### src/rtl/rst_seq_pkg.sv
// rst_seq_pkg: state encoding, debug constants and counter sizing for rst_sequencer.
package rst_seq_pkg;
    localparam logic [2:0] DBG_WAIT_LOCK  = 3'd0;
    localparam logic [2:0] DBG_HOLD_MEM   = 3'd1;
    localparam logic [2:0] DBG_WAIT_CALIB = 3'd2;
    localparam logic [2:0] DBG_HOLD_CORE  = 3'd3;
    localparam logic [2:0] DBG_RUN        = 3'd4;
    localparam logic [2:0] DBG_FAULT      = 3'd5;

    typedef enum logic [2:0] {
        WAIT_LOCK  = DBG_WAIT_LOCK,
        HOLD_MEM   = DBG_HOLD_MEM,
        WAIT_CALIB = DBG_WAIT_CALIB,
        HOLD_CORE  = DBG_HOLD_CORE,
        RUN        = DBG_RUN,
        FAULT      = DBG_FAULT
    } rst_seq_state_t;

    function automatic int cnt_width(input int a, input int b, input int c);
        int m;
        m = (a > b) ? a : b;
        m = (m > c) ? m : c;
        return $clog2(m) + 1;
    endfunction
endpackage

### src/rtl/bit_synchronizer.sv
// bit_synchronizer: STAGES-deep flop chain bringing an async level into the clk domain, resets to 0.
module bit_synchronizer #(
    parameter int STAGES = 2
) (
    input  logic i_clk,
    input  logic i_rst,
    input  logic i_d,
    output logic o_q
);
    logic [STAGES-1:0] r_sync;

    always_ff @(posedge i_clk or posedge i_rst)
        if (i_rst) r_sync <= '0;
        else       r_sync <= {r_sync[STAGES-2:0], i_d};

    assign o_q = r_sync[STAGES-1];
endmodule

### src/rtl/rst_sequencer.sv
// rst_sequencer: orders mem/core reset release after PLL lock and calibration.
// Define RST_SEQ_TIMEOUT_EN to enable the calibration timeout and sticky fault.
module rst_sequencer
    import rst_seq_pkg::*;
#(
    parameter int SYNC_STAGES          = 2,
    parameter int MEM_HOLD_CYCLES      = 200,
    parameter int CORE_HOLD_CYCLES     = 16,
    parameter int CALIB_TIMEOUT_CYCLES = 65536
) (
    input  logic       sys_clk,
    input  logic       sys_rst,
    input  logic       pll_locked,
    input  logic       calib_done,
    output logic       mem_rst,
    output logic       core_rst,
    output logic       ready,
    output logic       fault,
    output logic [2:0] state_dbg
);
    localparam int CW = cnt_width(MEM_HOLD_CYCLES, CORE_HOLD_CYCLES, CALIB_TIMEOUT_CYCLES);
    localparam logic [CW-1:0] MEM_LAST  = CW'(MEM_HOLD_CYCLES - 1);
    localparam logic [CW-1:0] CORE_LAST = CW'(CORE_HOLD_CYCLES - 1);

    rst_seq_state_t r_state, w_state_nxt;
    logic [CW-1:0]  r_cnt, w_cnt_nxt;
    logic           w_locked_s, w_calib_s, w_count, w_timeout;
    logic           w_mem_rst_nxt, w_core_rst_nxt, w_ready_nxt, w_fault_nxt;
    logic           r_mem_rst, r_core_rst, r_ready, r_fault;

    bit_synchronizer #(.STAGES(SYNC_STAGES)) u_sync_lock (
        .i_clk(sys_clk), .i_rst(sys_rst), .i_d(pll_locked), .o_q(w_locked_s)
    );
    bit_synchronizer #(.STAGES(SYNC_STAGES)) u_sync_calib (
        .i_clk(sys_clk), .i_rst(sys_rst), .i_d(calib_done), .o_q(w_calib_s)
    );

`ifdef RST_SEQ_TIMEOUT_EN
    localparam logic [CW-1:0] CALIB_LAST = CW'(CALIB_TIMEOUT_CYCLES - 1);
    assign w_timeout   = (r_cnt == CALIB_LAST);
    assign w_count     = (r_state == HOLD_MEM) || (r_state == WAIT_CALIB) || (r_state == HOLD_CORE);
    assign w_fault_nxt = (w_state_nxt == FAULT);
`else
    assign w_timeout   = 1'b0;
    assign w_count     = (r_state == HOLD_MEM) || (r_state == HOLD_CORE);
    assign w_fault_nxt = 1'b0;
`endif

    always_ff @(posedge sys_clk or posedge sys_rst)
        if (sys_rst) begin
            r_state    <= WAIT_LOCK;
            r_cnt      <= '0;
            r_mem_rst  <= 1'b1;
            r_core_rst <= 1'b1;
            r_ready    <= 1'b0;
            r_fault    <= 1'b0;
        end else begin
            r_state    <= w_state_nxt;
            r_cnt      <= w_cnt_nxt;
            r_mem_rst  <= w_mem_rst_nxt;
            r_core_rst <= w_core_rst_nxt;
            r_ready    <= w_ready_nxt;
            r_fault    <= w_fault_nxt;
        end

    // Lock loss outranks every other transition; FAULT only leaves via sys_rst.
    always_comb begin
        w_state_nxt = r_state;
        if (!w_locked_s && r_state != WAIT_LOCK && r_state != FAULT)
            w_state_nxt = WAIT_LOCK;
        else
            case (r_state)
                WAIT_LOCK:  w_state_nxt = w_locked_s ? HOLD_MEM : WAIT_LOCK;
                HOLD_MEM:   w_state_nxt = (r_cnt == MEM_LAST) ? WAIT_CALIB : HOLD_MEM;
                WAIT_CALIB: w_state_nxt = w_calib_s ? HOLD_CORE : w_timeout ? FAULT : WAIT_CALIB;
                HOLD_CORE:  w_state_nxt = !w_calib_s ? WAIT_CALIB : (r_cnt == CORE_LAST) ? RUN : HOLD_CORE;
                RUN:        w_state_nxt = w_calib_s ? RUN : WAIT_CALIB;
                FAULT:      w_state_nxt = FAULT;
                default:    w_state_nxt = WAIT_LOCK;
            endcase
    end

    always_comb begin
        w_cnt_nxt      = (w_state_nxt != r_state) ? '0 :
                         (w_count && r_cnt != '1) ? r_cnt + 1'b1 : r_cnt;
        w_mem_rst_nxt  = (w_state_nxt == WAIT_LOCK) || (w_state_nxt == HOLD_MEM) || (w_state_nxt == FAULT);
        w_core_rst_nxt = (w_state_nxt != RUN);
        w_ready_nxt    = (w_state_nxt == RUN);
    end

    assign mem_rst   = r_mem_rst;
    assign core_rst  = r_core_rst;
    assign ready     = r_ready;
    assign fault     = r_fault;
    assign state_dbg = r_state;
endmodule
### config.mk
export PLATFORM = sky130hd
export DESIGN_NAME = rst_sequencer
export DESIGN_NICKNAME = d
export VERILOG_FILES = /design/src/rtl/rst_seq_pkg.sv /design/src/rtl/bit_synchronizer.sv /design/src/rtl/rst_sequencer.sv
export SDC_FILE = /design/constraint.sdc
export NUM_CORES = 1
export LEC_CHECK = 0
export CAP_MARGIN = 30
export CORE_ASPECT_RATIO = 0.6
export CORE_UTILIZATION = 62
export DETAILED_ROUTE_END_ITERATION = 12
export HOLD_SLACK_MARGIN = 0.03
export PLACE_DENSITY = 0.9
export SLEW_MARGIN = 20
export SYNTH_ARGS = -nofsm -noshare
export SYNTH_HDL_FRONTEND = slang
export SYNTH_HIERARCHICAL = 1
export SYNTH_SLANG_ARGS = --single-unit
export TNS_END_PERCENT = 30
### constraint.sdc
create_clock -name sys_clk -period 4.8 [get_ports sys_clk]
set_input_delay 0.72 -clock sys_clk [delete_from_list [all_inputs] [get_ports sys_clk]]
set_output_delay 0.72 -clock sys_clk [all_outputs]
set_load 0.05 [all_outputs]
==> results of run 1 <==
registers in the layout, indices dropped and copies added (netlist names):
| signal | cells |
|---|---|
| state_dbg | 3 |
| r_cnt | 17 |
| mem_rst | 1 |
| u_sync_lock/r_sync | 2 |
| core_rst | 1 |
| ready | 1 |
| u_sync_calib/r_sync | 2 |
worst register-to-register path, delay by kind of cell (launching register included):
family	cells	cell delay [ps]
DFF	1	420
xor gates and xnor gates	1	170
and+or+nand+nor	7	1780
adders and majority gates	2	410
power by group through the flow:
stage          sequential [uW]  clock [uW]  combinational, uW
3_3_place_gp               255           0               61.1
4_1_cts                    253         133               67.9
3_5_place_dp               257           0               67.4
6_report                   254         128               68.6
5_1_grt                    255         141               77.6
2_1_floorplan              255           0               53.4
metal layers:
| layer | up-vias | GRT usage (%) | share of wire (%) |
|---|---|---|---|
| met3 | 10 | 7.10 | 8.1 |
| met2 | 70 | 46.2 | 45 |
| met5 | - | 0 | 0 |
| met1 | 577 | 38.3 | 44 |
| met4 | 0 | 10.3 | 2.5 |
| li1 | 575 | - | - |
layout make-up:
class	count	area (sq um)	share of cell area [%]
clock inverters	1	5.00	0.301
clock buffers	3	41.3	2.48
multi-input cells	117	747	44.9
inverters	8	30.0	1.81
flip-flops and latches	27	678	40.8
repair buffers	12	124	7.45
well taps	30	37.5	2.26
Yosys cell counts, drive strengths merged:
cell	count
a31o	1
nand2b	2
or2b	1
or3	1
xnor2	8
xor2	6
nor3	26
nor2b	3
o221a	1
a21oi	7
or2	1
buf	7
and4b	1
conb	1
or4	1
ha	2
a31oi	3
dfrtp	25
nand4	4
nand3	6
nor3b	1
a211oi	1
nand2	8
clkbuf	3
mux2i	2
nor4	3
a311oi	1
or3b	2
dfstp	2
nor4b	1
nor2	13
o22ai	1
o21ai	5
inv	8
and3	4
worst min path at each step:
stage          cells after the start                endpoint  slack (ps)
2_1_floorplan                      0  u_sync_calib/r_sync[1]         330
3_3_place_gp                       0   u_sync_lock/r_sync[1]         330
3_5_place_dp                       0  u_sync_calib/r_sync[1]         340
4_1_cts                            0  u_sync_calib/r_sync[1]         360
5_1_grt                            0   u_sync_lock/r_sync[1]         370
6_report                           0  u_sync_calib/r_sync[1]         360
placed cells by master, fill, tap and decap left out, drive strengths merged:
master,count
o221a,1
a311oi,1
or4,1
xor2,6
nor2b,3
or3,1
nor3,26
nand3,6
or2b,1
clkbuf,3
mux2i,2
a21oi,7
nor2,13
a31oi,3
a31o,1
o21ai,5
and3,4
clkdlybuf4s50,9
nand4,4
dfrtp,25
o22ai,1
conb,1
and4b,1
nor3b,1
a211oi,1
inv,8
xnor2,8
dfstp,2
ha,2
nand2b,2
or2,1
buf,3
or3b,2
nand2,8
nor4,3
clkinv,1
nor4b,1
per-stage QoR:
step                      area (sq um)  util (%)  setup WS, ps  hold slack (ps)
final                             1660      74.6          1950              356
after global routing              1660      74.6          1820              371
after CTS                         1650      73.9          1980              361
after detailed placement          1600      71.9          1980              341
after global placement            1590      71.4          2030              333
after floorplan                   1510         -          2190              331
kinds of logic after synthesis:
logic type,count (synthesis),synth area share (%)
compound gates,20,8.35
xor+xnor,14,8.11
fa+ha+maj,2,1.65
buf+inv,18,5.79
flops,27,44.8
mux,2,1.32
other cells,1,0.248
simple gates,78,29.7
==> impl_results.md, run 1 <==
* Crit path cell chain: ha_1, nand3_1, nor3_1, and3_1, ha_1, or3b_1, nor3_1, nand4_1, xor2_1, nor3_1
* Slew Limit Fails at 0
* Post-route ant nets at 0
* Distinct cell type count after synthesis at 39
* Clk sinks at 27
* Worst flop-to-flop path endpoint: r_cnt[7]
* Hold Crit Class: reg -> reg
* Comb pwr share at 15.2%
* Slew @ Worst Pin at 618 ps
* Post-CTS Resized at 0
* Relative slew slack at 58.7%
* GRT Util Overall at 28.6%
* Flop-to-flop setup slack at 1950 ps
* Leak Pwr at 0.000672 uW
* Setup repair bufs after CTS at 0
* Final Hold Vio Count at 0
* Average wire per standard cell at 16.2 um
* Total power at 451 uW
* Initial Utilization at 67.9%
* Sequential power share at 56.3%
* Status: completed
* Power share of the clock group at 28.5%
* Max-cap violations at 0
* NetSw at 126 uW
* Max VDD drop at 220 uV
* Die Wd at 65.8 um
* R2R Path Start: r_cnt[0]
* Final WL at 3220 um
* Via density at 6.22
* Non-filler cells, final at 198
* Antenna violations before repair at 0
* I/O pin count at 11
* Data arrival time of the critical path at 3050 ps
* Site Rows at 13
* PortBufs at 9
* Clock Tree Buf Depth at 2
* WP depth at 10
* Final setup fails at 0
* GP Congestion at 0.913
* Hold Buf Count CTS at 0
* Mapped Nets at 168
* Crit-path max cell delay at 520 ps
* CTS Buf Count at 3
* Reg clk slew, reported paths at 90 ps
* Critical path destination: r_cnt[7]
* Root Buffer: clkbuf_8
* Die area at 0.00265 sq mm
* Top cell type by total area after synthesis: dfrtp_1
* First-pass detailed-route iteration total at 4
* Synth top area share at 41.4%
* Worst-Skew Late Latency at 280 ps
* Vias in the first global route at 1,090
* Dpl cells at 193
* WP data required at 5000 ps
* Total gr overflow at 0
* Internal power at 324 uW
* Crit Path Class: reg -> reg
* Worst Hold Launch: u_sync_calib/r_sync[0]
* DRC Markers at 0
* Final critical-path share of the clock period at 59.4%
* CTS tree: yes
* Synth area leaders: dfrtp_1 41%, nor3_1 6.3%, nor3_2 4.6%
* R2R cell count at 10
* Yosys warns at 6
* Cell family with most CP delay: simple AND/OR/NAND/NOR gates
* P per Cell Area at 271 mW/mm^2
* Core area at 0.00223 sq mm
* Syn Area/Cell at 9.34 sq um
* Layout area overhead at 9.93%
* DP HPWL at 2280 um
* Die height at 40.3 um
* Cell count after synthesis at 162
* Worst path bufs/invs at 0
* Unrepaired setup endpoints after global routing: no
* Layout Skew at 8.74 ps
* DRT iter0 DRCs at 142
* Crit path max fanout at 10
* Sw frac at 28.0%
* First-pass GRT wire length at 5320 um
* Net total in the final layout at 175
* Fmax at 351 MHz
* Setup crit start kind: flip-flop
* Fin Setup TNS at 0 ps
* Worst setup path start: r_cnt[0]
* Fillcell total at 143
* Vias at 1,232
* Largest net degree at the start of global routing at 24
* Mapped cell area at 0.00151 sq mm
* FF+latch count, synth at 27
* CTS H-tree lvls at 1
* Crit path time final at 2850 ps
* Critical path endpoint category: flip-flop
* Post-synthesis sequential area ratio at 44.8%
* Antenna Cells at 0
* Share of cells above drive strength 1 at 11.9%
* CP max-delay cell: nor3_1
* Most numerous cell on the critical path: nor3_1
Power figures use the tool's default switching activity.
==> run 2, diff against run 1 <==
--- a/config.mk
+++ b/config.mk
@@ -7,10 +7,10 @@
 export LEC_CHECK = 0
 export CAP_MARGIN = 30
 export CORE_ASPECT_RATIO = 0.6
-export CORE_UTILIZATION = 62
+export CORE_UTILIZATION = 52
 export DETAILED_ROUTE_END_ITERATION = 12
 export HOLD_SLACK_MARGIN = 0.03
-export PLACE_DENSITY = 0.9
+export PLACE_DENSITY = 0.81
 export SLEW_MARGIN = 20
 export SYNTH_ARGS = -nofsm -noshare
 export SYNTH_HDL_FRONTEND = slang
==> constraint.sdc (replaced) <==
create_clock -name sys_clk -period 2.3 [get_ports sys_clk]
set_input_delay 0.345 -clock sys_clk [delete_from_list [all_inputs] [get_ports sys_clk]]
set_output_delay 0.345 -clock sys_clk [all_outputs]
set_load 0.05 [all_outputs]
==> impl_results.md, run 2 (synthesis gave the netlist of run 1 again) <==
* Post-route ant nets at 0 (unchanged)
* Clock Tree Buf Depth at 2 (unchanged)
* Reg clk slew, reported paths at 90 ps (about the same)
* Hold slack at 284 ps (-72.2 ps)
* Unrepaired setup endpoints after global routing: yes
* Final Hold Vio Count at 0 (unchanged)
* Status: finished, violations left
* Max VDD drop at 344 uV (+56%)
* R2R cell count at 10 (unchanged)
* Relative slew slack at 63.6% (+4.9 points)
* Commonest cells after routing, fill and taps aside: 29 x buf_4, 25 x dfrtp_1, 17 x nor3_1
* Antenna violations before repair at 0 (unchanged)
* DRC Markers at 0 (unchanged)
* Max-cap violations at 0 (unchanged)
* Net total in the final layout at 205 (+17%)
* Register area at 678 sq um (unchanged)
* GRT Util Overall at 28.9% (+0.35 points)
* Leak Pwr at 0.000837 uW (+25%)
* Most common cell after layout, fill and taps aside: buf_4
* Die area at 0.00314 sq mm (+18%)
* Via density at 6.00 (-3.6%)
* First-pass detailed-route iteration total at 4 (unchanged)
* R2R Path Start: r_cnt[0]
* Crit path cell chain: ha_2, nand3_2, nor3_2, and3_4, ha_4, or3b_4, or4_4, nor3_4, xnor2_1, nor3_2
* Most numerous cell on the critical path: nor3_2
* Vias at 1,379 (+12%)
* Hold Buf Count CTS at 0 (unchanged)
* Average wire per standard cell at 17.7 um (+8.8%)
* GP Congestion at 0.916 (+0.27%)
* Fmax at 405 MHz (+15%)
* DRT iter0 DRCs at 107 (-25%)
* Setup crit start kind: flip-flop
* First-pass GRT wire length at 6670 um (+25%)
* Final worst setup slack at -171 ps (-2120 ps)
* Crit Path Class: reg -> reg
* Pre-CTS setup slack at -168 ps (-2150 ps)
* Site Rows at 14 (+1)
* Layout Skew at 3.79 ps (-4.95 ps)
* Fin Setup TNS at -935 ps (-935 ps)
* Multi-input logic area at 838 sq um (+12%)
* Total gr overflow at 0 (unchanged)
* Max reg flops at 17 (unchanged)
* Final critical-path share of the clock period at 107% (+48 points)
* Largest net degree at the start of global routing at 24 (unchanged)
* DP HPWL at 2640 um (+16%)
* Antenna Cells at 0 (unchanged)
* Root Buffer: clkbuf_8
* Post-Layout Inst Area at 0.00199 sq mm (+20%)
* Initial Utilization at 57.6% (-10 points)
* Slew Limit Fails at 0 (unchanged)
* Top reg by flops: r_cnt
* Placed Area at 0.00185 sq mm (+16%)
* Data arrival time of the critical path at 2640 ps (-410 ps)
* CTS tree: yes
* Failing checks: setup timing
* Fillcell total at 164 (+15%)
* Core Util, Final at 75.9% (+1.2 points)
* Die Wd at 71.6 um (+8.9%)
* Slew @ Worst Pin at 542 ps (-76.2 ps)
* P per Cell Area at 511 mW/mm^2 (+88%)
* Crit path time final at 2470 ps (-379 ps)
* Final WL at 4060 um (+26%)
* Critical path endpoint category: flip-flop
* Crit path max fanout at 4 (-6)
* Vias in the first global route at 1,370 (+26%)
* Final setup fails at 11 (+11)
* Worst-Skew Late Latency at 270 ps (about the same)
* Worst flop-to-flop path endpoint: r_cnt[15]
* CTS Buf Count at 3 (unchanged)
* CP max-delay cell: or4_4
* Clk sinks at 27 (unchanged)
* Share of cells above drive strength 1 at 32.3% (+20 points)
* Crit-path max cell delay at 530 ps (about the same)
* I/O pin count at 11 (unchanged)
* Hold Crit Class: in -> async
* CTS H-tree lvls at 1 (unchanged)
* PortBufs at 9 (unchanged)
* Flop-to-flop setup slack at -170 ps (-2120 ps)
* WP data required at 2470 ps (-2530 ps)
* Layout area overhead at 31.8%
* Core area at 0.00263 sq mm (+18%)
* Die height at 43.8 um (+8.7%)
## run 2: layout make-up
| type | instances | share of cell area (%) |
|---|---|---|
| timing repair buffer | 42 | 18.1 |
| sequential | 27 | 34.0 |
| inverter | 8 | 1.51 |
| multi-input combinational | 117 | 42.1 |
| tap | 32 | 2.01 |
| clock buffer | 4 | 2.26 |
## run 2: routing by layer
| layer | global-route usage [%] | vias to the layer above | routed length (um) |
|---|---|---|---|
| met3 | 7.44 | 14 | 289 |
| met2 | 45.5 | 61 | 1860 |
| li1 | - | 640 | - |
| met4 | 15.3 | 0 | 111 |
| met5 | 0 | - | 0 |
| met1 | 37.6 | 664 | 1800 |
## run 2: power by group
part / internal, uW / switching, uW / total [uW]
Sequential: 497 / 20.9 / 518
Clock: 124 / 142 / 267
Combinational: 109 / 124 / 233
## run 2: repair_timing
item                                    in CTS  in global routing
endpoints found under the setup margin      12                 13
resized for setup                           10                  4
buffers inserted                             3                  1
pin swaps                                    4                  6
## run 2: worst max path at each step
stage	startpoint	endpoint	slack, ps	depth (start not counted)
after CTS	r_cnt[0]	r_cnt[15]	-140	10
final	r_cnt[0]	r_cnt[15]	-170	10
after global routing	r_cnt[0]	r_cnt[9]	-260	12
after floorplan	r_cnt[7]	r_cnt[15]	-170	10
after global placement	r_cnt[8]	r_cnt[15]	-70	9
after detailed placement	r_cnt[7]	r_cnt[15]	-170	9
## run 2: stage by stage
| step | power (uW) | cells |
|---|---|---|
| after global routing | 1060 | 230 |
| after floorplan | 646 | 162 |
| after detailed placement | 733 | 222 |
| final | 1020 | 230 |
| after global placement | 717 | 222 |
| after CTS | 1000 | 229 |
## run 2: critical path: cells and delay by family (launching register included)
kind                     cells  cell delay, ps
AND/OR/NAND/NOR              7            1450
adder cells (fa/ha/maj)      2             350
XOR/XNOR                     1             160
flip-flops                   1             390
==> run 3, diff against run 2 <==
--- a/config.mk
+++ b/config.mk
@@ -8,6 +8,7 @@
 export CAP_MARGIN = 30
 export CORE_ASPECT_RATIO = 0.6
 export CORE_UTILIZATION = 52
+export CTS_CLUSTER_DIAMETER = 60
 export DETAILED_ROUTE_END_ITERATION = 12
 export HOLD_SLACK_MARGIN = 0.03
 export PLACE_DENSITY = 0.81
==> results of run 3 <==
The final DEF is identical to that of run 2; final timing and power are the same.
